===== config.mk =====
export PLATFORM = sky130hd
export DESIGN_NAME = demux_stage
export DESIGN_NICKNAME = d
export VERILOG_FILES = /design/src/rtl/demux_stage.sv
export SDC_FILE = /design/constraint.sdc
export NUM_CORES = 1
export LEC_CHECK = 0
export CAP_MARGIN = 25
export CORE_ASPECT_RATIO = 1.2
export CORE_MARGIN = 8
export CORE_UTILIZATION = 39
export CTS_CLUSTER_DIAMETER = 200
export DETAILED_ROUTE_END_ITERATION = 10
export PLACE_DENSITY_LB_ADDON = 0.12
export SYNTH_ARGS = -nofsm -noshare
export SYNTH_HDL_FRONTEND = slang
export SYNTH_SLANG_ARGS = --single-unit

===== constraint.sdc =====
create_clock -name clk -period 2 [get_ports clk]
set_clock_uncertainty 0.2 [all_clocks]
set_input_delay 0.6 -clock clk [delete_from_list [all_inputs] [get_ports clk]]
set_output_delay 0.6 -clock clk [all_outputs]
set_load 0.02 [all_outputs]

===== src/rtl/demux_stage.sv =====
// One-entry holding stage that steers each word to the msb or lsb consumer by its
// destination bit, with saturating per-side delivery counters.
module demux_stage #(
  parameter int nbits = 7
) (
  input  logic             clk,
  input  logic             reset,
  input  logic [nbits-1:0] in_data,
  input  logic             in_dec,
  input  logic             in_valid,
  output logic             in_ready,
  output logic [nbits-1:0] msb_data,
  output logic             msb_valid,
  input  logic             msb_ready,
  output logic [nbits-1:0] lsb_data,
  output logic             lsb_valid,
  input  logic             lsb_ready,
  output logic [7:0]       msb_count,
  output logic [7:0]       lsb_count
);

  logic [nbits-1:0] hold_data;
  logic             hold_dec;
  logic             hold_valid;
  logic             sel_ready;
  logic             in_xfer;
  logic             msb_xfer;
  logic             lsb_xfer;

  // Outputs are masked while reset is high so the held word can never transfer
  // during the reset cycle and the block looks empty immediately.
  always_comb begin
    sel_ready = hold_dec ? msb_ready : lsb_ready;
    msb_valid = hold_valid & hold_dec & ~reset;
    lsb_valid = hold_valid & ~hold_dec & ~reset;
    msb_data  = msb_valid ? hold_data : '0;
    lsb_data  = lsb_valid ? hold_data : '0;
    in_ready  = reset | ~hold_valid | sel_ready;
    in_xfer   = in_valid & in_ready & ~reset;
    msb_xfer  = msb_valid & msb_ready;
    lsb_xfer  = lsb_valid & lsb_ready;
  end

  always_ff @(posedge clk) begin
    if (reset) begin
      hold_valid <= 1'b0;
      hold_dec   <= 1'b0;
      hold_data  <= '0;
    end else if (in_xfer) begin
      hold_valid <= 1'b1;
      hold_dec   <= in_dec;
      hold_data  <= in_data;
    end else if (msb_xfer || lsb_xfer) begin
      hold_valid <= 1'b0;
    end
  end

  always_ff @(posedge clk) begin
    if (reset) begin
      msb_count <= '0;
      lsb_count <= '0;
    end else begin
      if (msb_xfer && (msb_count != '1))
        msb_count <= msb_count + 8'd1;
      if (lsb_xfer && (lsb_count != '1))
        lsb_count <= lsb_count + 8'd1;
    end
  end

endmodule


==> run summary, run 1 <==
For the iteration count of the initial detailed-routing pass, the log shows 4. The aggregate global-route resource usage came out at 0.1227. Endpoint type of the worst setup path: an output pin. The largest net degree at the start of global routing was 18. The logs give 0.4033 for the initial core utilization and 279 for the number of filler cells placed in the layout. The via density per instance was 5.190. The total number of clock tree sinks was 25. After detailed routing, the total wire length is 3.234 mm. The synthesized netlist contains 31 unique library cells. Setup repair after global routing could not meet its margin everywhere. Root buffer selected by CTS: sky130_fd_sc_hd__clkbuf_4.

The kind of critical path is input port to output pin. In this run the cell area of the synthesized design comes to 1221 um^2. 0 antenna diodes ended up in the layout. The number of H-tree levels was 1. Counting stages on the worst path, the most repeated cell is sky130_fd_sc_hd__buf_6.

At the pin with the least slew margin, the transition time is 0.3302 ns. Counting every instance in the synthesized netlist gives 133. The run finished, with violations left. Final layout net count: 212.

The tools report the number of hold violations in the final report as 0. The tools report the critical register-to-register path startpoint as hold_dec. TritonCTS built the clock tree. The biggest cell delay along the critical path is 0.24 ns.

Ratio of cells with drive above 1 in the final layout: 0.3316. The via total after detailed routing is 1204, and the number of buffers added on ports is 45. After floorplanning, the core was divided into 22 placement rows.

The largest individual stage delay along the critical path comes from the cell sky130_fd_sc_hd__nor3b_4. In this run the power density over the cells is 457.8 nW/um^2. The reported max-cap violation count is 0.

The capture instance of the worst register-to-register path is lsb_count[5]. The number of synthesized register bits came out at 25. The tools report the post-cts hold buffer count as 0.

The cell family contributing the most delay on the critical path is simple AND/OR/NAND/NOR gates. The number of ports placed on the die boundary was 46; the clock latency reported for the late side of the worst-skew pair was 0.31 ns. Routability-driven placement finished with a final weighted congestion of 0.7243.

STA classifies the critical path startpoint as an input port. Post-route worst setup slack: -0.1543 ns. For the critical path arrival, the log shows 1.35 ns. Among all flip-flop cells after synthesis, the most frequent one is sky130_fd_sc_hd__dfxtp_1. The tightest min-delay check is of the flop to flop type. The remaining global-route overflow is 0, and the die area is 5185 um^2.

In the final timing run, aggregate negative setup slack is -1.344 ns. For the finished layout, the period the worst path requires is 2.154 ns. The total leakage power was 0.0008853 uW; the die span in y was 77.30 um. The number of design-rule violations left by the first detailed-router iteration came out at 31. Setup violations remaining at the end of the flow were counted as 16. For the worst flop-to-flop path, the logic depth is 6.

The clock passes through at most 2 buffers. The standard cell core area was 3028 um^2; the reg2reg setup slack was 0.05 ns. Clock-pin slew was measured on the worst setup and hold paths at 0.13 ns. The signal on the critical path passes through buf_8 > nor3b_4 > buf_6 > and2_4 > buf_6. The tools report the worst ir drop on vdd as 0.4637 mV.

For this run, design rule violations remaining after detail routing come to 0. The most critical setup path has its endpoint at lsb_data[2]. The final clock period utilization by the worst path works out to 1.077.

The logs give 0.4098 for the proportion of synthesized chip area in sequential cells and 0 for the number of warnings reported in the yosys synthesis log. Of all nets on the critical path, the largest fanout is 6. The first global-routing pass estimated 5.202 mm of wire.

The critical path starts at reset. The timing-limited maximum frequency was 464.2 MHz. Share of synthesized flip-flops with an asynchronous set or reset: 0.

The checks that failed: setup timing. The number of cells on the critical path is 5. The number of synthesized flops with an enable pin was 0; the total nets after synthesis was 148. In this run, CTS created clock tree buffers numbering 3.

The number of max-slew violations in the final report was 0. The routed length per instance was 13.94 um. Total power consumption of the routed design: 891.3 uW. The number of buffer and inverter stages on the critical path was 3. The run gives 2.490 mm as the estimated wirelength of the detail-placed design. From synthesis to final layout, the design area changed by 59.43%.

The number of nets still failing antenna checks after routing is 0. Before CTS, the worst setup slack after placement is -1.164 ns. Number of global-route vias before repair: 1155.

The max-slew headroom at the worst pin was 0.7768; the die extent in x was 67.08 um. Data on the critical path is required at its endpoint by 1.20 ns. In the layout the commonest cells are 22 x sky130_fd_sc_hd__dfxtp_1, 18 x sky130_fd_sc_hd__dlygate4sd2_1, 18 x sky130_fd_sc_hd__buf_6, 17 x sky130_fd_sc_hd__nor2_1, 17 x sky130_fd_sc_hd__buf_4. Initial antenna violation count: 0. Leaving out fill and tap cells, the most frequent cell in the layout is sky130_fd_sc_hd__dfxtp_1. The average size of a mapped cell was 9.182 um^2.
registers in the layout, summed over array words and instances, names as in the netlist:
| register | cells |
|---|---|
| lsb_count | 8 |
| hold_dec | 1 |
| msb_count | 8 |
| hold_data | 7 |
| hold_valid | 1 |
stage by stage:
stage                     hold slack, ns  instance area [um^2]  utilization  instances
after detailed placement          0.2985                  1841       0.6079        223
after global routing              0.3326                  1947       0.6430        232
after global placement            0.2840                  1841       0.6079        223
final                             0.3129                  1947       0.6430        232
after floorplan                   0.2792                  1272            -        133
after CTS                         0.3201                  1928       0.6368        232
worst reg2reg max path, cell delays in order, from the launching register on:
cell	delay, ns
sky130_fd_sc_hd__dfxtp_4	0.39
sky130_fd_sc_hd__buf_6	0.12
sky130_fd_sc_hd__buf_4	0.13
sky130_fd_sc_hd__nand4bb_4	0.24
sky130_fd_sc_hd__a21o_1	0.22
sky130_fd_sc_hd__or4_1	0.44
sky130_fd_sc_hd__a21oi_1	0.15
power by group:
| group | switching [uW] | leakage [uW] | internal (uW) | total (uW) |
|---|---|---|---|---|
| clock network | 145 | 0.0000150 | 77.9 | 223 |
| logic | 60.0 | 0.000666 | 85.8 | 146 |
| registers | 11.5 | 0.000205 | 511 | 523 |
| total | 216 | 0.000885 | 675 | 891 |
final cells by class:
| type | instances | area [um^2] | share of cell area |
|---|---|---|---|
| clock buffers | 4 | 26.28 | 0.01350 |
| repair buffers | 65 | 618.1 | 0.3175 |
| multi-input cells | 98 | 735.7 | 0.3779 |
| well taps | 36 | 45.04 | 0.02314 |
| inverters | 4 | 15.01 | 0.007712 |
| flip-flops and latches | 25 | 506.7 | 0.2603 |
Yosys cell counts, drive strengths merged, types with 2 or more instances:
master	number	share of area
xor2	2	0.014
nor3b	2	0.012
nand2	4	0.012
nor2	17	0.052
nand4	2	0.010
inv	4	0.012
or3	2	0.010
or4	4	0.025
and3	3	0.015
mux2i	11	0.090
a21oi	6	0.025
dfxtp	25	0.41
xnor2	5	0.036
ha	2	0.020
o21ai	3	0.012
nand3	4	0.016
o31ai	5	0.031
and2	14	0.072
a21o	2	0.012
buf	3	0.023
and4	2	0.014
clkbuf	3	0.0092
metal layers:
metal  vias to the layer above  wire, um  track usage
met5                         -         0            0
met4                         0        24      0.02516
met3                         4       223      0.02762
met2                        39      1580       0.2157
met1                       569      1406       0.1444
li1                        592         -            -
how the worst min path moves through the flow:
stage | startpoint | to | depth (start not counted)
after floorplan | hold_data[0] | hold_data[0] | 2
after global placement | lsb_count[7] | lsb_count[7] | 2
after detailed placement | lsb_count[7] | lsb_count[7] | 2
after CTS | msb_count[7] | msb_count[7] | 2
after global routing | lsb_count[7] | lsb_count[7] | 2
final | msb_count[7] | msb_count[7] | 2
timing repair:
item / in CTS / in global routing
resized for setup: 140 / 4
buffers inserted: 5 / 0
pin swaps: 8 / 4
hold endpoints to repair: 0 / 0
endpoints found under the setup margin: 49 / 17
logic make-up after synthesis:
| kind of cell | count (synthesis) | share of synthesized area |
|---|---|---|
| DFF | 25 | 0.4098 |
| buffers and inverters | 10 | 0.04405 |
| and+or+nand+nor | 59 | 0.2859 |
| xor gates and xnor gates | 7 | 0.05021 |
| muxes | 11 | 0.09017 |
| AOI/OAI and AO/OA | 19 | 0.09939 |
| adders and majority gates | 2 | 0.02049 |
No activity file was read; power rests on OpenSTA's default activity.
==> run 2, diff against run 1 <==
--- a/config.mk
+++ b/config.mk
@@ -5,6 +5,7 @@
 export SDC_FILE = /design/constraint.sdc
 export NUM_CORES = 1
 export LEC_CHECK = 0
+export ABC_CLOCK_PERIOD_IN_PS = 2000
 export CAP_MARGIN = 25
 export CORE_ASPECT_RATIO = 1.2
 export CORE_MARGIN = 8
==> results of run 2 <==
Final layout, timing and power as in run 1 (identical DEF).
